==> src/rtl/spi_led_pkg.sv <==
`default_nettype none
// ============================================================================
// Module   : spi_led_pkg
// Purpose  : Shared definitions for the SPI-controlled LED PWM register block:
//            frame FSM encoding and command-byte field layout.
// Revision : 1.0 - initial release
// ============================================================================
package spi_led_pkg;

  // Frame sequencer states
  typedef enum logic [1:0] {
    ST_IDLE = 2'd0,
    ST_CMD  = 2'd1,
    ST_DATA = 2'd2,
    ST_DONE = 2'd3
  } state_e;

  // Command byte layout: {rw, addr[6:0]}
  localparam int BYTE_W     = 8;
  localparam int CMD_RW_BIT = 7;
  localparam int CMD_ADDR_W = 7;
  localparam int WR_ADDR_W  = 4;

  // A set rw bit marks a read frame
  function automatic logic cmd_is_read(input logic [BYTE_W-1:0] cmd);
    return cmd[CMD_RW_BIT];
  endfunction

endpackage
`default_nettype wire

==> src/rtl/spi_led_regs_if.sv <==
`default_nettype none
// ============================================================================
// Module   : spi_led_regs_if
// Purpose  : Four-wire SPI bus bundle (chip select, clock, MOSI, MISO).
// Revision : 1.0 - initial release
// ============================================================================
interface spi_led_regs_if;
  logic spi_cs;
  logic spi_sck;
  logic spi_mosi;
  logic spi_miso;

  modport master (output spi_cs, output spi_sck, output spi_mosi, input spi_miso);
  modport slave  (input spi_cs, input spi_sck, input spi_mosi, output spi_miso);
endinterface
`default_nettype wire

==> src/rtl/spi_led_regs_byte_slave.sv <==
`default_nettype none
// ============================================================================
// Module   : spi_byte_slave
// Purpose  : Mode-0 SPI byte shifter. Synchronises the SPI pins into clk,
//            detects sck/cs edges, assembles 8-bit RX bytes and shifts a TX
//            byte out on MISO, one bit per synchronised sck falling edge.
// Revision : 1.0 - initial release
// ============================================================================
module spi_byte_slave
  import spi_led_pkg::*;
(
  input  logic              clk,
  input  logic              rst,
  spi_led_regs_if.slave     spi,
  input  logic              tx_en,
  input  logic              tx_load,
  input  logic [BYTE_W-1:0] tx_byte,
  output logic              cs_fall,
  output logic              cs_rise,
  output logic              byte_done,
  output logic [BYTE_W-1:0] rx_byte
);

  logic cs_meta_q, cs_sync_q, cs_prev_q;
  logic sck_meta_q, sck_sync_q, sck_prev_q;
  logic mosi_meta_q, mosi_sync_q;

  logic [2:0]        bit_cnt_q, bit_cnt_d;
  logic [BYTE_W-1:0] rx_shift_q, rx_shift_d;
  logic [BYTE_W-1:0] tx_shift_q, tx_shift_d;
  logic              miso_q, miso_d;

  logic sck_rise, sck_fall, cs_active;

  // Two-flop synchronisers plus one history flop for edge detection; cs idles high
  always_ff @(posedge clk or posedge rst) begin
    if (rst) begin
      cs_meta_q   <= 1'b1;
      cs_sync_q   <= 1'b1;
      cs_prev_q   <= 1'b1;
      sck_meta_q  <= 1'b0;
      sck_sync_q  <= 1'b0;
      sck_prev_q  <= 1'b0;
      mosi_meta_q <= 1'b0;
      mosi_sync_q <= 1'b0;
    end else begin
      cs_meta_q   <= spi.spi_cs;
      cs_sync_q   <= cs_meta_q;
      cs_prev_q   <= cs_sync_q;
      sck_meta_q  <= spi.spi_sck;
      sck_sync_q  <= sck_meta_q;
      sck_prev_q  <= sck_sync_q;
      mosi_meta_q <= spi.spi_mosi;
      mosi_sync_q <= mosi_meta_q;
    end
  end

  assign sck_rise  = sck_sync_q & ~sck_prev_q;
  assign sck_fall  = ~sck_sync_q & sck_prev_q;
  assign cs_fall   = ~cs_sync_q & cs_prev_q;
  assign cs_rise   = cs_sync_q & ~cs_prev_q;
  assign cs_active = ~cs_sync_q;

  // The completed byte is offered in the same cycle its eighth bit is sampled
  assign rx_byte   = {rx_shift_q[BYTE_W-2:0], mosi_sync_q};
  assign byte_done = sck_rise & cs_active & (bit_cnt_q == 3'd7);

  // Next-state for bit counter, RX/TX shifters and the MISO output flop
  always_comb begin
    bit_cnt_d  = bit_cnt_q;
    rx_shift_d = rx_shift_q;
    tx_shift_d = tx_shift_q;
    miso_d     = miso_q;

    if (!cs_active) begin
      bit_cnt_d  = 3'd0;
      rx_shift_d = '0;
    end else if (sck_rise) begin
      bit_cnt_d  = bit_cnt_q + 3'd1;
      rx_shift_d = rx_byte;
    end

    if (tx_load) begin
      tx_shift_d = tx_byte;
    end else if (sck_fall && cs_active) begin
      tx_shift_d = {tx_shift_q[BYTE_W-2:0], 1'b0};
    end

    // MISO only carries data while a read payload is being shifted out
    if (!tx_en || !cs_active) begin
      miso_d = 1'b0;
    end else if (sck_fall) begin
      miso_d = tx_shift_q[BYTE_W-1];
    end
  end

  // Shifter state registers
  always_ff @(posedge clk or posedge rst) begin
    if (rst) begin
      bit_cnt_q  <= 3'd0;
      rx_shift_q <= '0;
      tx_shift_q <= '0;
      miso_q     <= 1'b0;
    end else begin
      bit_cnt_q  <= bit_cnt_d;
      rx_shift_q <= rx_shift_d;
      tx_shift_q <= tx_shift_d;
      miso_q     <= miso_d;
    end
  end

  assign spi.spi_miso = miso_q;

endmodule
`default_nettype wire

==> src/rtl/spi_led_regs.sv <==
`default_nettype none
// ============================================================================
// Module   : spi_led_regs
// Purpose  : SPI-programmable bank of LED brightness registers driving one
//            PWM output per channel. Frames are {rw, addr} plus DATA_W/8
//            data bytes, MSB first.
// Revision : 1.0 - initial release
// ============================================================================
module spi_led_regs
  import spi_led_pkg::*;
#(
  parameter int                NUM_CH  = 8,
  parameter int                DATA_W  = 8,
  parameter int                PRESC   = 1,
  parameter logic [DATA_W-1:0] RST_VAL = {DATA_W{1'b1}}
) (
  input  logic                 sclk,
  input  logic                 s_rst,
  spi_led_regs_if.slave        spi,
  output logic [NUM_CH-1:0]    led,
  output logic                 wr_strobe,
  output logic [WR_ADDR_W-1:0] wr_addr,
  output logic                 frame_err
);

  localparam int                NBYTES   = DATA_W / BYTE_W;
  localparam int                PRESC_W  = (PRESC > 1) ? $clog2(PRESC) : 1;
  localparam logic [DATA_W-1:0] PWM_LAST = {{(DATA_W-1){1'b1}}, 1'b0};

  // Byte-level SPI interface
  logic              cs_fall, cs_rise, byte_done, tx_en, tx_load;
  logic [BYTE_W-1:0] rx_byte, tx_byte;

  spi_byte_slave u_byte (
    .clk       (sclk),
    .rst       (s_rst),
    .spi       (spi),
    .tx_en     (tx_en),
    .tx_load   (tx_load),
    .tx_byte   (tx_byte),
    .cs_fall   (cs_fall),
    .cs_rise   (cs_rise),
    .byte_done (byte_done),
    .rx_byte   (rx_byte)
  );

  // Frame state
  state_e                 state_q;
  logic [BYTE_W-1:0]      cmd_q;
  logic [1:0]             byte_idx_q;
  logic [DATA_W-1:0]      data_q;
  logic [DATA_W-1:0]      rd_q;
  logic                   wr_strobe_q, frame_err_q;
  logic [WR_ADDR_W-1:0]   wr_addr_q;

  // Register bank and PWM
  logic [DATA_W-1:0]  regs_q [NUM_CH];
  logic [DATA_W-1:0]  regs_d [NUM_CH];
  logic [DATA_W-1:0]  pwm_cnt_q, pwm_cnt_d;
  logic [PRESC_W-1:0] presc_q, presc_d;

  // Frame decode
  logic              is_read, addr_ok, last_byte, data_byte;
  logic              commit, bad_wr, abort;
  logic [DATA_W-1:0] word, rd_val, rd_shift;

  // Decode of the current byte event into commit / error / MISO load actions
  always_comb begin
    is_read   = cmd_is_read(cmd_q);
    addr_ok   = (cmd_q[CMD_ADDR_W-1:0] < CMD_ADDR_W'(NUM_CH));
    last_byte = (byte_idx_q == 2'(NBYTES - 1));
    data_byte = (state_q == ST_DATA) && byte_done;
    word      = DATA_W'({data_q, rx_byte});
    rd_shift  = rd_q << BYTE_W;

    // Snapshot source for reads; unmapped addresses read back as zero
    rd_val = '0;
    for (int i = 0; i < NUM_CH; i++) begin
      if (rx_byte[CMD_ADDR_W-1:0] == CMD_ADDR_W'(i)) begin
        rd_val = regs_q[i];
      end
    end

    commit = data_byte && last_byte && !is_read && addr_ok;
    bad_wr = data_byte && last_byte && !is_read && !addr_ok;
    abort  = cs_rise && ((state_q == ST_CMD) || (state_q == ST_DATA));

    tx_en   = (state_q == ST_DATA) && is_read;
    tx_load = 1'b0;
    tx_byte = '0;
    if ((state_q == ST_CMD) && byte_done && cmd_is_read(rx_byte)) begin
      tx_load = 1'b1;
      tx_byte = BYTE_W'(rd_val >> (DATA_W - BYTE_W));
    end else if (data_byte && !last_byte && is_read) begin
      tx_load = 1'b1;
      tx_byte = BYTE_W'(rd_shift >> (DATA_W - BYTE_W));
    end
  end

  // Frame sequencer with registered strobe / address / error outputs
  always_ff @(posedge sclk or posedge s_rst) begin
    if (s_rst) begin
      state_q     <= ST_IDLE;
      cmd_q       <= '0;
      byte_idx_q  <= 2'd0;
      data_q      <= '0;
      rd_q        <= '0;
      wr_strobe_q <= 1'b0;
      wr_addr_q   <= '0;
      frame_err_q <= 1'b0;
    end else begin
      wr_strobe_q <= commit;
      frame_err_q <= bad_wr | abort;
      if (commit) begin
        wr_addr_q <= cmd_q[WR_ADDR_W-1:0];
      end

      case (state_q)
        ST_IDLE: begin
          if (cs_fall) begin
            state_q    <= ST_CMD;
            byte_idx_q <= 2'd0;
            data_q     <= '0;
          end
        end
        ST_CMD: begin
          if (cs_rise) begin
            state_q <= ST_IDLE;
          end else if (byte_done) begin
            cmd_q      <= rx_byte;
            byte_idx_q <= 2'd0;
            rd_q       <= rd_val;
            state_q    <= ST_DATA;
          end
        end
        ST_DATA: begin
          if (cs_rise) begin
            state_q <= ST_IDLE;
          end else if (byte_done) begin
            data_q <= word;
            rd_q   <= rd_shift;
            if (last_byte) begin
              state_q <= ST_DONE;
            end else begin
              byte_idx_q <= byte_idx_q + 2'd1;
            end
          end
        end
        ST_DONE: begin
          // Trailing sck activity is ignored until the frame closes
          if (cs_rise) begin
            state_q <= ST_IDLE;
          end
        end
        default: state_q <= ST_IDLE;
      endcase
    end
  end

  // Register bank next-state: only a committed in-range write changes a channel
  always_comb begin
    for (int i = 0; i < NUM_CH; i++) begin
      regs_d[i] = regs_q[i];
      if (commit && (cmd_q[CMD_ADDR_W-1:0] == CMD_ADDR_W'(i))) begin
        regs_d[i] = word;
      end
    end
  end

  // Register bank storage
  always_ff @(posedge sclk or posedge s_rst) begin
    if (s_rst) begin
      for (int i = 0; i < NUM_CH; i++) begin
        regs_q[i] <= RST_VAL;
      end
    end else begin
      regs_q <= regs_d;
    end
  end

  // PWM timebase: prescaler then a 0..2^DATA_W-2 counter so full scale is always on
  always_comb begin
    pwm_cnt_d = pwm_cnt_q;
    presc_d   = presc_q + PRESC_W'(1);
    if (presc_q == PRESC_W'(PRESC - 1)) begin
      presc_d   = '0;
      pwm_cnt_d = (pwm_cnt_q == PWM_LAST) ? '0 : pwm_cnt_q + DATA_W'(1);
    end
  end

  // PWM timebase registers
  always_ff @(posedge sclk or posedge s_rst) begin
    if (s_rst) begin
      pwm_cnt_q <= '0;
      presc_q   <= '0;
    end else begin
      pwm_cnt_q <= pwm_cnt_d;
      presc_q   <= presc_d;
    end
  end

  for (genvar g = 0; g < NUM_CH; g++) begin : g_led
    assign led[g] = (pwm_cnt_q < regs_q[g]);
  end

  assign wr_strobe = wr_strobe_q;
  assign wr_addr   = wr_addr_q;
  assign frame_err = frame_err_q;

endmodule
`default_nettype wire

==> src/flat_wrapper.sv <==
// flat-port wrapper written by rule: the top's interface ports become plain ports
module spi_led_regs_flat import spi_led_pkg::*;
#(
  parameter int                NUM_CH  = 8,
  parameter int                DATA_W  = 8,
  parameter int                PRESC   = 1,
  parameter logic [DATA_W-1:0] RST_VAL = {DATA_W{1'b1}}
)
  (sclk, s_rst, led, wr_strobe, wr_addr, frame_err, spi_spi_cs, spi_spi_sck, spi_spi_mosi, spi_spi_miso);
  spi_led_regs_if spi_i ();
  input  logic sclk;
  input  logic s_rst;
  output logic [NUM_CH-1:0] led;
  output logic wr_strobe;
  output logic [WR_ADDR_W-1:0] wr_addr;
  output logic frame_err;
  input wire logic [$bits(spi_i.spi_cs)-1:0] spi_spi_cs;
  input wire logic [$bits(spi_i.spi_sck)-1:0] spi_spi_sck;
  input wire logic [$bits(spi_i.spi_mosi)-1:0] spi_spi_mosi;
  output wire logic [$bits(spi_i.spi_miso)-1:0] spi_spi_miso;
  assign spi_i.spi_cs = spi_spi_cs;
  assign spi_i.spi_sck = spi_spi_sck;
  assign spi_i.spi_mosi = spi_spi_mosi;
  assign spi_spi_miso = spi_i.spi_miso;
  spi_led_regs #(.NUM_CH(NUM_CH), .DATA_W(DATA_W), .PRESC(PRESC), .RST_VAL(RST_VAL)) u_core (.sclk(sclk), .s_rst(s_rst), .spi(spi_i), .led(led), .wr_strobe(wr_strobe), .wr_addr(wr_addr), .frame_err(frame_err));
endmodule
==> config.mk <==
export PLATFORM = sky130hd
export DESIGN_NAME = spi_led_regs_flat
export DESIGN_NICKNAME = d
export VERILOG_FILES = /design/src/rtl/spi_led_pkg.sv /design/src/rtl/spi_led_regs_if.sv /design/src/rtl/spi_led_regs_byte_slave.sv /design/src/rtl/spi_led_regs.sv /design/src/flat_wrapper.sv
export SDC_FILE = /design/constraint.sdc
export NUM_CORES = 1
export LEC_CHECK = 0
export ABC_AREA = 0
export BUFFER_PORTS_ARGS = -buffer_cell sky130_fd_sc_hd__buf_2
export CORE_ASPECT_RATIO = 1.25
export CORE_MARGIN = 5
export CORE_UTILIZATION = 30
export DETAILED_ROUTE_END_ITERATION = 8
export GPL_TIMING_DRIVEN = 0
export PLACE_DENSITY = 0.48
export SYNTH_ARGS = -nofsm -noshare
export SYNTH_HDL_FRONTEND = slang
export SYNTH_SLANG_ARGS = --single-unit
==> constraint.sdc <==
create_clock -name sclk -period 2.98 [get_ports sclk]
set_input_delay 0 -clock sclk [delete_from_list [all_inputs] [get_ports sclk]]
set_output_delay 0 -clock sclk [all_outputs]
set_load 0.01 [all_outputs]
==> results of run 1 <==
## worst max-delay path by stage
stage,from,endpoint,cells after the start
final,u_core.cmd_q[3]$_DFFE_PP0P_,u_core.regs_q[44]$_DFFE_PP1P_,7
after detailed placement,u_core.u_byte.bit_cnt_q[0]$_DFFE_PP0P_,u_core.regs_q[28]$_DFFE_PP1P_,7
after global placement,u_core.cmd_q[3]$_DFFE_PP0P_,u_core.regs_q[10]$_DFFE_PP1P_,6
after floorplan,u_core.cmd_q[3]$_DFFE_PP0P_,u_core.regs_q[40]$_DFFE_PP1P_,7
after global routing,u_core.u_byte.rx_shift_q[0]$_DFFE_PP0P_,u_core.u_byte.tx_shift_q[5]$_DFFE_PP0P_,5
after CTS,u_core.u_byte.bit_cnt_q[0]$_DFFE_PP0P_,u_core.regs_q[27]$_DFFE_PP1P_,7
## per-stage QoR
stage	util [%]	hold slack (ns)	instance area (µm²)	total power, mW	std cells
6_report	35.87	0.1202	7966	4.219	931
3_5_place_dp	32.62	0.02865	7244	2.115	894
5_1_grt	35.87	0.1846	7966	4.414	931
2_1_floorplan	-	0.004478	6735	2.005	589
4_1_cts	35.62	0.1171	7911	4.276	930
3_3_place_gp	32.35	0.1064	7184	2.082	891
## worst min-delay path: stages
cell,delay (ns)
sky130_fd_sc_hd__dlygate4sd3_1,0.53
sky130_fd_sc_hd__buf_2,0.13
sky130_fd_sc_hd__clkinvlp_4,0.29
## layout make-up
type	count	area share (%)
Buffer	23	1.304
Sequential cell	117	37.80
Clock buffer	19	5.686
Inverter	74	3.534
Clock inverter	13	2.183
Timing Repair Buffer	27	2.701
Multi-Input combinational cell	375	42.34
Tap cell	283	4.445
## metal layers
metal / GRT usage [%] / wire (µm) / part of all wire (%)
met1: 17.24 / 7122 / 44
met4: 6.044 / 534 / 3.3
met2: 23.78 / 8197 / 50
met3: 2.426 / 470 / 2.9
met5: 0 / 0 / 0
## registers in the layout, indices dropped and copies added (netlist names), 2 cells and up
name	count
u_core.u_byte.bit_cnt_q	3
u_core.regs_q	64
u_core.byte_idx_q	2
u_core.pwm_cnt_q	8
u_core.state_q	2
u_core.u_byte.tx_shift_q	8
u_core.wr_addr	4
u_core.cmd_q	8
u_core.u_byte.rx_shift_q	7
## repair_timing
item                                   4_1_cts  5_1_grt
hold buffers                                 4        0
setup endpoints to repair                   23       36
resized for setup                            0        7
setup buffers                                0        1
pin swaps                                    0        1
endpoints found under the hold margin       26        0
## cell families after synthesis
kind of cell             after synthesis  share of synthesized area, %
flip-flops                           117                         44.74
AND/OR/NAND/NOR                      108                         8.122
AO/OA/AOI/OAI                        101                         9.814
buffers and inverters                 97                         5.669
multiplexers                          95                         18.79
adder cells (fa/ha/maj)               65                         12.08
XOR/XNOR                               6                        0.7808
## power by group through the flow
| stage | Sequential [mW] | Combinational (mW) | Clock [mW] |
|---|---|---|---|
| floorplan | 1.71 | 0.293 | 0 |
| global placement | 1.72 | 0.363 | 0 |
| detailed placement | 1.72 | 0.391 | 0 |
| CTS | 1.70 | 0.397 | 2.18 |
| global route | 1.71 | 0.460 | 2.25 |
| finish | 1.70 | 0.393 | 2.13 |
## layout by cell type (no fill, tap or decap), types with 4 or more instances in the layout
cell and n:
sky130_fd_sc_hd__a2bb2oi_1 5, sky130_fd_sc_hd__nand2b_1 4, sky130_fd_sc_hd__clkinvlp_4 4, sky130_fd_sc_hd__nor2_1 10, sky130_fd_sc_hd__mux2i_1 12, sky130_fd_sc_hd__dfstp_2 67
sky130_fd_sc_hd__inv_1 73, sky130_fd_sc_hd__a21oi_1 16, sky130_fd_sc_hd__a31o_2 8, sky130_fd_sc_hd__ha_1 65, sky130_fd_sc_hd__o21a_1 17, sky130_fd_sc_hd__nand3_1 7
sky130_fd_sc_hd__nand2_1 55, sky130_fd_sc_hd__buf_12 4, sky130_fd_sc_hd__a21boi_0 8, sky130_fd_sc_hd__clkbuf_16 17, sky130_fd_sc_hd__or2_2 7, sky130_fd_sc_hd__mux2_2 59
sky130_fd_sc_hd__mux2_4 8, sky130_fd_sc_hd__mux4_2 16, sky130_fd_sc_hd__clkinv_4 6, sky130_fd_sc_hd__clkbuf_1 16, sky130_fd_sc_hd__dfrtp_1 50, sky130_fd_sc_hd__buf_2 21
sky130_fd_sc_hd__o21ai_0 34, sky130_fd_sc_hd__a2111oi_0 8, sky130_fd_sc_hd__dlygate4sd3_1 4
## cells in the mapped netlist, drive strengths merged, types with 11 or more instances
cell type / n
ha: 65
mux4: 16
clkbuf: 16
nor2: 11
inv: 74
nand2: 56
mux2i: 12
a21oi: 16
mux2: 67
dfrtp: 50
dfstp: 67
o21a: 17
o21ai: 34
==> results_tabular.tex, run 1 <==
\begin{tabular}{lr}
\hline
Metric & Value \\
\hline
\multicolumn{2}{l}{\textbf{STA}} \\
\quad Clock period minus worst slack & 2.832 ns \\
\quad Worst max-slew margin expressed relative to the limit & 38.34\% \\
\quad Number of pins with negative max-slew slack in the final report & 0 \\
\quad Maximum clock skew at final layout & approximately 0.016 ns \\
\quad Aggregate negative setup slack & 0 ns \\
\quad Final number of hold-violating endpoints & 0 \\
\quad Worst setup slack after layout & 0.1479 ns \\
\quad Maximum achievable frequency & roughly 350 MHz \\
\quad Final setup fails & 0 \\
\quad RSZ-0062 raised after global routing & no \\
\quad Post-route clock period utilization & between 90\% and 100\% \\
\quad Pin slew with the least headroom to its limit & about 0.9 ns \\
\multicolumn{2}{l}{\textbf{Run}} \\
\quad Max-cap violation count & 0 \\
\multicolumn{2}{l}{\textbf{Setup path}} \\
\quad Critical-path cell list & or4\_4 -> or3b\_4 -> or2\_1 -> buf\_6 -> or4b\_4 -> buf\_6 -> mux2\_4 \\
\quad Register-to-register setup slack & around 0.15 ns \\
\quad Critical path capture point type & flip-flop \\
\quad Arrival time worst endpoint & about 3.2 ns \\
\quad Data required time at the worst endpoint & approximately 3.3 ns \\
\quad Most common cell on crit path & sky130\_fd\_sc\_hd\_\_buf\_6 \\
\quad Worst r2r dst & u\_core.regs\_q[44]\$\_DFFE\_PP1P\_ \\
\quad Category of the worst setup path launch point & flip-flop \\
\quad Critical path's slowest cell & sky130\_fd\_sc\_hd\_\_or4\_4 \\
\quad Worst-path fanout max & 10 \\
\quad Largest stage delay on the critical path & about 0.55 ns \\
\quad Type of the setup path with the least slack & flip-flop to flip-flop \\
\quad FF-to-FF path depth & 7 \\
\quad Top cell family by delay on the critical path & simple AND/OR/NAND/NOR gates \\
\quad Buffers \& Inverters on Critical Path & 2 \\
\quad Worst r2r src & u\_core.cmd\_q[3]\$\_DFFE\_PP0P\_ \\
\multicolumn{2}{l}{\textbf{Place}} \\
\quad DP HPWL & 12.23 mm \\
\quad Placer's final routability congestion estimate & $\sim$0.84 \\
\quad Port buffer count & 19 \\
\quad Worst slack after detailed placement & -0.1597 ns \\
\multicolumn{2}{l}{\textbf{Clocking}} \\
\quad Clk\_lat worst skew & around 0.42 ns \\
\quad Clock slew seen by the registers of the worst setup and hold paths & about 0.060 ns \\
\quad Clock tree root buffer cell & sky130\_fd\_sc\_hd\_\_clkbuf\_16 \\
\quad Number of sinks handled by clock tree synthesis & between 100 and 150 \\
\quad CTS tree & yes \\
\quad H-tree levels & 4 \\
\quad Maximum buffer depth of the clock tree & 2 \\
\quad Number of buffers added by the clock tree synthesis step & 17 \\
\multicolumn{2}{l}{\textbf{Logic synthesis}} \\
\quad Unique masters post-synth & between 40 and 50 \\
\quad Sequential area share after synthesis & 44.74\% \\
\quad Largest area contributor in the synthesized netlist & sky130\_fd\_sc\_hd\_\_dfstp\_2 \\
\quad Most area-consuming cells after synthesis & sky130\_fd\_sc\_hd\_\_dfstp\_2 (26\%), sky130\_fd\_sc\_hd\_\_dfrtp\_1 (19\%), sky130\_fd\_sc\_hd\_\_ha\_1 (12\%) \\
\quad Number of warnings reported in the yosys synthesis log & 0 \\
\quad Instance count of the mapped netlist & between 500 and 600 \\
\quad Synth Area per Inst & 11.43 µm² \\
\quad Most common flop cell mapped by yosys & sky130\_fd\_sc\_hd\_\_dfstp\_2 \\
\quad Async set-or-reset flop fraction in the synthesized netlist & between 90\% and 100\% \\
\quad Share of Yosys cell area claimed by the top area cell type & 26.15\% \\
\quad Number of flops mapped to enable cells by yosys & 0 \\
\quad Synthesis-stage register bit count & $\sim$120 \\
\quad Net count of the mapped netlist & around 660 \\
\quad Summed instance area of the synthesized netlist & 6731 µm² \\
\multicolumn{2}{l}{\textbf{Power and ir drop}} \\
\quad Internal cell power & approximately 3.2 mW \\
\quad Clock share of power & between 50\% and 60\% \\
\quad Reg power frac & 40.3\% \\
\quad Proportion of total power due to net switching & about 24\% \\
\quad Switching power total & around 1.0 mW \\
\quad Logic gate share of total power & around a tenth \\
\quad Power per unit of standard cell area & about 530 nW/µm² \\
\quad Leakage & 3.240 nW \\
\quad Worst voltage drop across the vdd grid & between 0.3 and 0.4 mV \\
\multicolumn{2}{l}{\textbf{GRT}} \\
\quad Grt total ovfl & 0 \\
\quad First-pass GRT wire length & roughly 27 mm \\
\quad GRT Util Overall & 13.96\% \\
\quad Vias in the first global route & 4,854 \\
\quad Antenna violations before repair & 0 \\
\quad Largest net degree at the start of global routing & between 40 and 50 \\
\multicolumn{2}{l}{\textbf{Run status}} \\
\quad Status & finished clean \\
\multicolumn{2}{l}{\textbf{Layout}} \\
\quad Multi-input logic area & around 3400 µm² \\
\quad Sequential cell area & roughly 3000 µm² \\
\quad Area growth from synthesis to final layout & 18.35\% \\
\quad \# nets final & a little over 700 \\
\quad Number of fill cells & approximately 2,200 \\
\quad Number of antenna diodes & 0 \\
\quad Share of cells above drive strength 1 & a little over a third \\
\multicolumn{2}{l}{\textbf{Die}} \\
\quad Effective utilization at floorplan & about 30\% \\
\quad Total die area & between 20,000 and 30,000 µm² \\
\quad Die Width & approximately 140 µm \\
\quad Core footprint & about 22,000 µm² \\
\quad Floorplan row count & 61 \\
\quad Vert. Die Dim & approximately 180 µm \\
\quad Top-Level Pins & 20 \\
\multicolumn{2}{l}{\textbf{Routing}} \\
\quad Routed wire length & about 16 mm \\
\quad Remaining DRCs & 0 \\
\quad Wirelength per Cell & 17.53 µm \\
\quad 1st-iter DRT viols & $\sim$250 \\
\quad Total via count in the routed design & between 4,000 and 5,000 \\
\quad Post-route antenna net violation count & 0 \\
\quad Count of TritonRoute iterations in the first routing pass & 4 \\
\quad Via count normalized by instance count & a little under 5 \\
\multicolumn{2}{l}{\textbf{Min path}} \\
\quad Worst min-delay path class & input pin to async pin \\
\hline
\end{tabular}
Note: power is estimated with default switching activity, not from simulation.
==> inputs of run 2 (changes only) <==
- CORE_ASPECT_RATIO: 1.25 -> 0.75
- PLACE_DENSITY: 0.48 -> 0.46
- clock period: 2.98 -> 2.9 ns (I/O delays scaled with it)
==> run 2 against run 1 <==
Net effect: sequential power grew 3%; register-to-register slack lost 0.05 ns; clock power grew 8%; via count shrank 0.29%; sequential share of layout area shrank 0.30 points; maximum frequency grew 0.98%; utilization grew 0.55 points; non-clock buffer count grew 1; clock skew shrank 0.0033 ns; combinational power grew 7.9%; highest routed layer unchanged.
==> results_tabular.tex, run 2 (synthesis gave the netlist of run 1 again) <==
\begin{tabular}{lr}
\hline
Metric & Value \\
\hline
\multicolumn{2}{l}{\textbf{Clocking}} \\
\quad Clk\_lat worst skew & 0.43 ns (about the same) \\
\quad CTS tree & yes \\
\quad Number of sinks handled by clock tree synthesis & 117 (unchanged) \\
\quad H-tree levels & 4 (unchanged) \\
\quad Clock tree root buffer cell & sky130\_fd\_sc\_hd\_\_clkbuf\_16 \\
\quad Clock slew seen by the registers of the worst setup and hold paths & 0.06 ns (about the same) \\
\quad Number of buffers added by the clock tree synthesis step & 17 (unchanged) \\
\quad Maximum buffer depth of the clock tree & 2 (unchanged) \\
\multicolumn{2}{l}{\textbf{STA}} \\
\quad Maximum achievable frequency & 356.6 MHz (+0.98\%) \\
\quad Worst hold slack after final layout & 0.1707 ns (+0.05045 ns) \\
\quad Clock period minus worst slack & 2.805 ns (-0.02760 ns) \\
\quad Final setup fails & 0 (unchanged) \\
\quad Final number of hold-violating endpoints & 0 (unchanged) \\
\quad Maximum clock skew at final layout & 0.01238 ns (-0.003287 ns) \\
\quad Post-route clock period utilization & 96.71\% (+1.7 points) \\
\quad Number of pins with negative max-slew slack in the final report & 0 (unchanged) \\
\quad Worst setup slack after layout & 0.09550 ns (-0.05240 ns) \\
\quad Worst max-slew margin expressed relative to the limit & 44.15\% (+5.8 points) \\
\quad Pin slew with the least headroom to its limit & 0.8377 ns (-0.08723 ns) \\
\multicolumn{2}{l}{\textbf{Routing}} \\
\quad 1st-iter DRT viols & 275 (+9.1\%) \\
\quad Remaining DRCs & 0 (unchanged) \\
\quad Post-route antenna net violation count & 0 (unchanged) \\
\quad Count of TritonRoute iterations in the first routing pass & 5 (+1) \\
\quad Routed wire length & 16.99 mm (+4.1\%) \\
\quad Wirelength per Cell & 18.01 µm (+2.7\%) \\
\quad Via count normalized by instance count & 4.792 (-1.6\%) \\
\quad Total via count in the routed design & 4,519 (-0.29\%) \\
\multicolumn{2}{l}{\textbf{Setup path}} \\
\quad Critical path capture point type & flip-flop \\
\quad Type of the setup path with the least slack & flip-flop to flip-flop \\
\quad Data required time at the worst endpoint & 3.25 ns (-0.07 ns) \\
\quad Category of the worst setup path launch point & flip-flop \\
\quad Worst-path fanout max & 10 (unchanged) \\
\quad FF-to-FF path depth & 7 (unchanged) \\
\quad Arrival time worst endpoint & 3.15 ns (-0.02 ns) \\
\multicolumn{2}{l}{\textbf{Layout}} \\
\quad Area growth from synthesis to final layout & 19.29\% \\
\quad \# nets final & 706 (+0.14\%) \\
\quad Number of flip-flops under the largest register name & 64 (unchanged) \\
\quad Final cell count without fillers & 943 (+1.3\%) \\
\quad Leading cell type in the layout, fill and taps excluded & sky130\_fd\_sc\_hd\_\_inv\_1 \\
\quad Number of fill cells & 2,205 (+1.4\%) \\
\quad Share of cells above drive strength 1 & 36.52\% (+0.098 points) \\
\quad Multi-input logic area & 3382 µm² (+0.26\%) \\
\quad Commonest cells after routing, fill and taps aside & sky130\_fd\_sc\_hd\_\_inv\_1 (73), sky130\_fd\_sc\_hd\_\_dfstp\_2 (67), sky130\_fd\_sc\_hd\_\_ha\_1 (65) \\
\quad Number of antenna diodes & 0 (unchanged) \\
\quad Register bank with the most flops & u\_core.regs\_q \\
\quad Sequential cell area & 3012 µm² (unchanged) \\
\multicolumn{2}{l}{\textbf{GRT}} \\
\quad Grt total ovfl & 0 (unchanged) \\
\quad Vias in the first global route & 4,703 (-3.1\%) \\
\quad GRT Util Overall & 13.85\% (-0.11 points) \\
\quad Antenna violations before repair & 0 (unchanged) \\
\quad First-pass GRT wire length & 27.21 mm (+0.66\%) \\
\quad Largest net degree at the start of global routing & 42 (unchanged) \\
\multicolumn{2}{l}{\textbf{Place}} \\
\quad Placer's final routability congestion estimate & 0.8364 (-0.63\%) \\
\quad DP Cell Count & 905 (+1.2\%) \\
\quad Port buffer count & 19 (unchanged) \\
\quad Worst slack after detailed placement & -0.2977 ns (-0.1381 ns) \\
\quad DP HPWL & 12.44 mm (+1.7\%) \\
\multicolumn{2}{l}{\textbf{Die}} \\
\quad Vert. Die Dim & 139.7 µm (-21\%) \\
\quad Top-Level Pins & 20 (unchanged) \\
\quad Core footprint & 22,050 µm² (-0.71\%) \\
\quad Die Width & 183.0 µm (+27\%) \\
\quad Total die area & 25,560 µm² (about the same) \\
\quad Effective utilization at floorplan & 30.52\% (+0.22 points) \\
\quad Floorplan row count & 47 (-23\%) \\
\multicolumn{2}{l}{\textbf{Power and ir drop}} \\
\quad Proportion of total power due to net switching & 24.76\% (+0.44 points) \\
\quad Logic gate share of total power & 9.5\% (+0.2 points) \\
\quad Internal cell power & 3.361 mW (+5.3\%) \\
\quad Reg power frac & 39.1\% (-1.2 points) \\
\quad Leakage & 3.267 nW (+0.82\%) \\
\quad Clock share of power & 51.4\% (+1.0 points) \\
\quad Worst voltage drop across the vdd grid & 0.3737 mV (+3.6\%) \\
\quad Switching power total & 1.106 mW (+7.8\%) \\
\quad Power per unit of standard cell area & 556.3 nW/µm² (+5.0\%) \\
\multicolumn{2}{l}{\textbf{Run status}} \\
\quad Status & finished clean \\
\multicolumn{2}{l}{\textbf{Run}} \\
\quad Max-cap violation count & 0 (unchanged) \\
\multicolumn{2}{l}{\textbf{Min path}} \\
\quad Worst min-delay path class & input pin to async pin \\
\hline
\end{tabular}
## run 2: cell count changes in the layout (fill, tap and decap cells not counted)
cell,change
sky130_fd_sc_hd__buf_12,-1
sky130_fd_sc_hd__nor4_2,-1
sky130_fd_sc_hd__buf_8,+1
sky130_fd_sc_hd__buf_4,+2
sky130_fd_sc_hd__nor4_4,+1
sky130_fd_sc_hd__buf_16,+1
sky130_fd_sc_hd__bufinv_16,+1
sky130_fd_sc_hd__clkinv_4,-3
sky130_fd_sc_hd__clkinvlp_4,-1
sky130_fd_sc_hd__buf_2,-1
sky130_fd_sc_hd__inv_6,+3
sky130_fd_sc_hd__clkbuf_8,-1
## run 2: layout make-up
type | instances | share of cell area, %
clock buffer | 19 | 5.516
tap | 294 | 4.581
buffer | 22 | 1.371
timing repair buffer | 29 | 2.960
inverter | 74 | 3.506
sequential | 117 | 37.50
multi-input combinational | 375 | 42.12
clock inverter | 13 | 2.446
## run 2: power by group through the flow
stage | Clock, mW | Sequential [mW] | Combinational [mW]
2_1_floorplan | 0 | 1.76 | 0.302
3_3_place_gp | 0 | 1.77 | 0.374
3_5_place_dp | 0 | 1.77 | 0.406
4_1_cts | 2.34 | 1.75 | 0.418
5_1_grt | 2.43 | 1.76 | 0.486
6_report | 2.30 | 1.75 | 0.424
## run 2: routing by layer
layer	vias to the layer above	part of all wire, %	global-route usage [%]
li1	2169	-	-
met3	16	2.7	3.548
met5	-	0	0
met1	2282	54	21.38
met4	0	1.4	3.527
met2	52	42	19.07
## run 2: worst paths after layout
path,slack (ns),start,endpoint
min in group sclk,0.21,spi_spi_cs,u_core.u_byte.cs_meta_q$_DFF_PP1_
hold reg to reg,0.36,u_core.u_byte.cs_meta_q$_DFF_PP1_,u_core.u_byte.cs_sync_q$_DFF_PP1_
hold / removal,0.17,s_rst,u_core.state_q[0]$_DFFE_PP0P_
setup reg to reg,0.1,u_core.cmd_q[4]$_DFFE_PP0P_,u_core.regs_q[45]$_DFFE_PP1P_
max in group asynchronous,1.90,s_rst,u_core.regs_q[36]$_DFFE_PP1P_
setup / recovery,0.1,u_core.cmd_q[4]$_DFFE_PP0P_,u_core.regs_q[45]$_DFFE_PP1P_
## run 2: stage by stage
stage                      TNS (ns)  total power, mW  utilization [%]  cell area, µm²
final                             0            4.467            36.41            8030
after global routing      -0.001765            4.672            36.41            8030
after CTS                  -0.01328            4.507            36.12            7966
after detailed placement     -5.093            2.176            32.95            7266
after global placement       -4.269            2.140            32.64            7198
after floorplan                   0            2.061                -            6735
## run 2: worst max-delay path, cell delays in order (launching register included)
cell and delay, ns:
sky130_fd_sc_hd__dfrtp_1 0.39, sky130_fd_sc_hd__or4_4 0.52, sky130_fd_sc_hd__or3b_4 0.45, sky130_fd_sc_hd__or2_1 0.25, sky130_fd_sc_hd__buf_6 0.15, sky130_fd_sc_hd__or4b_4 0.49, sky130_fd_sc_hd__buf_8 0.17, sky130_fd_sc_hd__mux2_4 0.30
## run 2: what timing repair did
action | CTS | global route
endpoints found under the hold margin | 36 | 0
pin swaps | 0 | 2
endpoints found under the setup margin | 32 | 49
hold buffers | 4 | 0
buffers inserted | 0 | 3
gates resized for setup | 4 | 8
==> inputs of run 3 (changes only) <==
--- a/config.mk
+++ b/config.mk
@@ -17,2 +17,3 @@
 export SYNTH_HDL_FRONTEND = slang
+export SYNTH_HIERARCHICAL = 1
 export SYNTH_SLANG_ARGS = --single-unit
--- a/constraint.sdc
+++ b/constraint.sdc
@@ -3,2 +3,2 @@
 set_output_delay 0 -clock sclk [all_outputs]
-set_load 0.01 [all_outputs]
+set_load 0.02 [all_outputs]
==> run 3 against run 2 <==
Net effect: final area fell by 0.11%; maximum frequency increased by 3.1%; setup slack better by 0.086 ns; synthesized cell count grew 6.5%; die area increased by 1.8%; register-to-register slack improved by 0.15 ns; highest routed layer unchanged; critical path depth shrank 1.
==> results_tabular.tex, run 3 <==
\begin{tabular}{lr}
\hline
Metric & Value \\
\hline
\multicolumn{2}{l}{\textbf{Logic synthesis}} \\
\quad Async set-or-reset flop fraction in the synthesized netlist & 100.0\% (unchanged) \\
\quad Number of warnings reported in the yosys synthesis log & 6 (+6) \\
\quad Sequential area share after synthesis & 43.90\% (-0.84 points) \\
\quad Synthesis-stage register bit count & 117 (unchanged) \\
\quad Most common flop cell mapped by yosys & sky130\_fd\_sc\_hd\_\_dfstp\_2 \\
\quad Share of Yosys cell area claimed by the top area cell type & 25.66\% (-0.49 points) \\
\quad Number of flops mapped to enable cells by yosys & 0 (unchanged) \\
\quad Instance count of the mapped netlist & 627 (+6.5\%) \\
\quad Top cells by count, synth & sky130\_fd\_sc\_hd\_\_mux2\_2 (78), sky130\_fd\_sc\_hd\_\_dfstp\_2 (67), sky130\_fd\_sc\_hd\_\_inv\_1 (66) \\
\quad Summed instance area of the synthesized netlist & 6860 µm² (+1.9\%) \\
\quad Net count of the mapped netlist & 697 (+5.8\%) \\
\quad Most area-consuming cells after synthesis & sky130\_fd\_sc\_hd\_\_dfstp\_2 (26\%), sky130\_fd\_sc\_hd\_\_dfrtp\_1 (18\%), sky130\_fd\_sc\_hd\_\_mux2\_2 (13\%) \\
\quad Synth Area per Inst & 10.94 µm² (-4.3\%) \\
\quad Most numerous cell in the Yosys netlist & sky130\_fd\_sc\_hd\_\_mux2\_2 \\
\quad Largest area contributor in the synthesized netlist & sky130\_fd\_sc\_hd\_\_dfstp\_2 \\
\quad Unique masters post-synth & 48 (unchanged) \\
\multicolumn{2}{l}{\textbf{STA}} \\
\quad Pin slew with the least headroom to its limit & 1.071 ns (+0.2332 ns) \\
\quad Maximum achievable frequency & 367.8 MHz (+3.1\%) \\
\quad Post-route clock period utilization & 93.75\% (-3.0 points) \\
\quad Final setup fails & 0 (unchanged) \\
\quad Clock period minus worst slack & 2.719 ns (-0.08562 ns) \\
\quad RSZ-0062 raised after global routing & no \\
\quad Maximum clock skew at final layout & 0.008510 ns (-0.003874 ns) \\
\quad Worst hold slack after final layout & 0.1593 ns (-0.01140 ns) \\
\quad Final number of hold-violating endpoints & 0 (unchanged) \\
\quad Number of pins with negative max-slew slack in the final report & 0 (unchanged) \\
\quad Worst max-slew margin expressed relative to the limit & 26.76\% (-17 points) \\
\multicolumn{2}{l}{\textbf{Layout}} \\
\quad Area growth from synthesis to final layout & 16.92\% \\
\quad Sequential cell area & 3013 µm² (about the same) \\
\quad Register bank with the most flops & u\_core/regs\_q \\
\quad Commonest cells after routing, fill and taps aside & sky130\_fd\_sc\_hd\_\_mux2\_2 (78), sky130\_fd\_sc\_hd\_\_dfstp\_2 (67), sky130\_fd\_sc\_hd\_\_inv\_1 (65), sky130\_fd\_sc\_hd\_\_ha\_1 (65), sky130\_fd\_sc\_hd\_\_nand2\_1 (63) \\
\quad Number of fill cells & 2,229 (+1.1\%) \\
\quad Number of flip-flops under the largest register name & 64 (unchanged) \\
\quad \# nets final & 740 (+4.8\%) \\
\quad Share of cells above drive strength 1 & 33.82\% (-2.7 points) \\
\quad Leading cell type in the layout, fill and taps excluded & sky130\_fd\_sc\_hd\_\_mux2\_2 \\
\quad Multi-input logic area & 3511 µm² (+3.8\%) \\
\multicolumn{2}{l}{\textbf{GRT}} \\
\quad First-pass GRT wire length & 28.81 mm (+5.9\%) \\
\quad Vias in the first global route & 5,151 (+9.5\%) \\
\quad Largest net degree at the start of global routing & 63 (+50\%) \\
\quad Antenna violations before repair & 0 (unchanged) \\
\quad Grt total ovfl & 0 (unchanged) \\
\quad GRT Util Overall & 14.44\% (+0.59 points) \\
\multicolumn{2}{l}{\textbf{Routing}} \\
\quad Remaining DRCs & 0 (unchanged) \\
\quad 1st-iter DRT viols & 312 (+13\%) \\
\quad Via count normalized by instance count & 4.913 (+2.5\%) \\
\quad Routed wire length & 17.78 mm (+4.7\%) \\
\quad Count of TritonRoute iterations in the first routing pass & 4 (-1) \\
\quad Post-route antenna net violation count & 0 (unchanged) \\
\quad Wirelength per Cell & 18.18 µm (+0.94\%) \\
\quad Total via count in the routed design & 4,805 (+6.3\%) \\
\multicolumn{2}{l}{\textbf{Setup path}} \\
\quad Data required time at the worst endpoint & 2.90 ns (-0.35 ns) \\
\quad Register-to-register setup slack & 0.25 ns (+0.15 ns) \\
\quad Worst r2r src & u\_core/u\_byte/sck\_prev\_q\$\_DFF\_PP0\_ \\
\quad Worst-path fanout max & 11 (+1) \\
\quad Arrival time worst endpoint & 2.72 ns (-0.43 ns) \\
\quad Critical path capture point type & output port \\
\quad Type of the setup path with the least slack & flip-flop to output port \\
\quad Worst setup path startpoint & u\_core/pwm\_cnt\_q[4]\$\_DFF\_PP0\_ \\
\quad Category of the worst setup path launch point & flip-flop \\
\multicolumn{2}{l}{\textbf{Place}} \\
\quad Placer's final routability congestion estimate & 0.8038 (-3.9\%) \\
\quad Port buffer count & 19 (unchanged) \\
\quad DP HPWL & 12.96 mm (+4.2\%) \\
\multicolumn{2}{l}{\textbf{Clocking}} \\
\quad CTS tree & yes \\
\quad Clock slew seen by the registers of the worst setup and hold paths & 0.06 ns (about the same) \\
\quad Number of sinks handled by clock tree synthesis & 117 (unchanged) \\
\quad Post-CTS setup-driven buffer insertion count & 0 (unchanged) \\
\quad Clock tree root buffer cell & sky130\_fd\_sc\_hd\_\_clkbuf\_16 \\
\quad Clk\_lat worst skew & 0.41 ns (-0.02 ns) \\
\quad Number of buffers added by the clock tree synthesis step & 17 (unchanged) \\
\quad Maximum buffer depth of the clock tree & 2 (unchanged) \\
\quad H-tree levels & 4 (unchanged) \\
\multicolumn{2}{l}{\textbf{Power and ir drop}} \\
\quad Switching power total & 0.9643 mW (-13\%) \\
\quad Proportion of total power due to net switching & 23.87\% (-0.88 points) \\
\quad Internal cell power & 3.075 mW (-8.5\%) \\
\quad Logic gate share of total power & 7.4\% (-2.1 points) \\
\quad Power per unit of standard cell area & 503.5 nW/µm² (-9.5\%) \\
\quad Leakage & 3.290 nW (+0.72\%) \\
\quad Sum of internal, switching and leakage power & 4.039 mW (-9.6\%) \\
\quad Clock share of power & 50.8\% (-0.6 points) \\
\quad Worst voltage drop across the vdd grid & 0.2739 mV (-27\%) \\
\quad Reg power frac & 41.8\% (+2.7 points) \\
\multicolumn{2}{l}{\textbf{Die}} \\
\quad Floorplan row count & 47 (unchanged) \\
\quad Die Width & 184.6 µm (+0.90\%) \\
\quad Core footprint & 22,290 µm² (+1.1\%) \\
\quad Total die area & 26,020 µm² (+1.8\%) \\
\quad Top-Level Pins & 20 (unchanged) \\
\quad Effective utilization at floorplan & 30.78\% (+0.26 points) \\
\quad Vert. Die Dim & 141.0 µm (+0.88\%) \\
\multicolumn{2}{l}{\textbf{Min path}} \\
\quad Worst min-delay path class & input pin to async pin \\
\multicolumn{2}{l}{\textbf{Run}} \\
\quad Max-cap violation count & 0 (unchanged) \\
\multicolumn{2}{l}{\textbf{Run status}} \\
\quad Status & finished clean \\
\hline
\end{tabular}
==> run 3: changes by cell type after synthesis, sizes merged, moves of 9 or more <==
cell and change:
a211oi +11, a21oi +10, mux2 +11, mux2i -9, nor2b +25, o21a -9, o21ai -14
==> run 3: through the flow <==
step	setup TNS, ns	cell area (µm²)	util, %	instances	setup WS [ns]
detailed placement	-1.467	7353	32.99	941	-0.07473
global placement	-15.64	7323	32.86	940	-0.5768
finish	0	8021	35.99	978	0.1811
global route	0	8019	35.98	977	0.02606
CTS	0	7996	35.88	977	0.09839
floorplan	0	6860	-	627	0.4088
==> run 3: path summary, 6_finish.rpt <==
check,depth (start not counted),to
hold reg to reg,0,u_core/u_byte/sck_sync_q$_DFF_PP0_
min in group sclk,2,u_core/u_byte/sck_meta_q$_DFF_PP0_
max in group asynchronous,3,u_core/u_byte/sck_meta_q$_DFF_PP0_
setup / recovery,6,led[7]
setup reg to reg,9,u_core/regs_q[33]$_DFFE_PP1P_
hold / removal,3,u_core/pwm_cnt_q[4]$_DFF_PP0_
==> run 3: cell type report <==
cell class	instances	area share, %
Antenna cell	1	0.03120
Sequential cell	117	37.56
Buffer	25	1.419
Tap cell	294	4.586
Clock inverter	10	1.217
Timing Repair Buffer	24	2.028
Multi-Input combinational cell	418	43.77
Inverter	67	3.229
Clock buffer	22	6.161
==> run 3: critical path, stage by stage, from the launching register on <==
cell and delay, ns:
sky130_fd_sc_hd__dfrtp_1 0.64, sky130_fd_sc_hd__ha_1 0.33, sky130_fd_sc_hd__a2111oi_1 0.67, sky130_fd_sc_hd__nor2b_1 0.21, sky130_fd_sc_hd__o21ai_0 0.14, sky130_fd_sc_hd__o211ai_1 0.12, sky130_fd_sc_hd__buf_2 0.19
==> run 3: cells by family (layout without fill, tap and decap cells) <==
kind of cell,Yosys count,count (layout),share of synthesized area (%)
AND/OR/NAND/NOR,155,155,12.38
buffers and inverters,92,148,5.398
multiplexers,89,89,15.87
adder cells (fa/ha/maj),65,65,11.85
other,0,1,0
AO/OA/AOI/OAI,103,103,9.831
flip-flops,117,117,43.90
XOR/XNOR,6,6,0.7661
==> run 3: power by group through the flow <==
stage | clock [mW] | sequential (mW) | combinational (mW)
floorplan | 0 | 1.71 | 0.214
global placement | 0 | 1.71 | 0.274
detailed placement | 0 | 1.71 | 0.295
CTS | 2.11 | 1.69 | 0.300
global route | 2.18 | 1.69 | 0.333
finish | 2.05 | 1.69 | 0.297
==> run 3: per-layer routing <==
metal	vias up	part of all wire [%]	track usage, %
li1	2301	-	-
met1	2412	52	20.89
met2	71	42	21.01
met3	21	4.1	4.224
met4	0	1.6	4.093
met5	-	0	0
==> run 3: what timing repair did <==
item,in CTS,in global routing
endpoints found under the hold margin,55,0
gates resized for setup,6,4
setup endpoints to repair,58,46
hold buffers,4,0
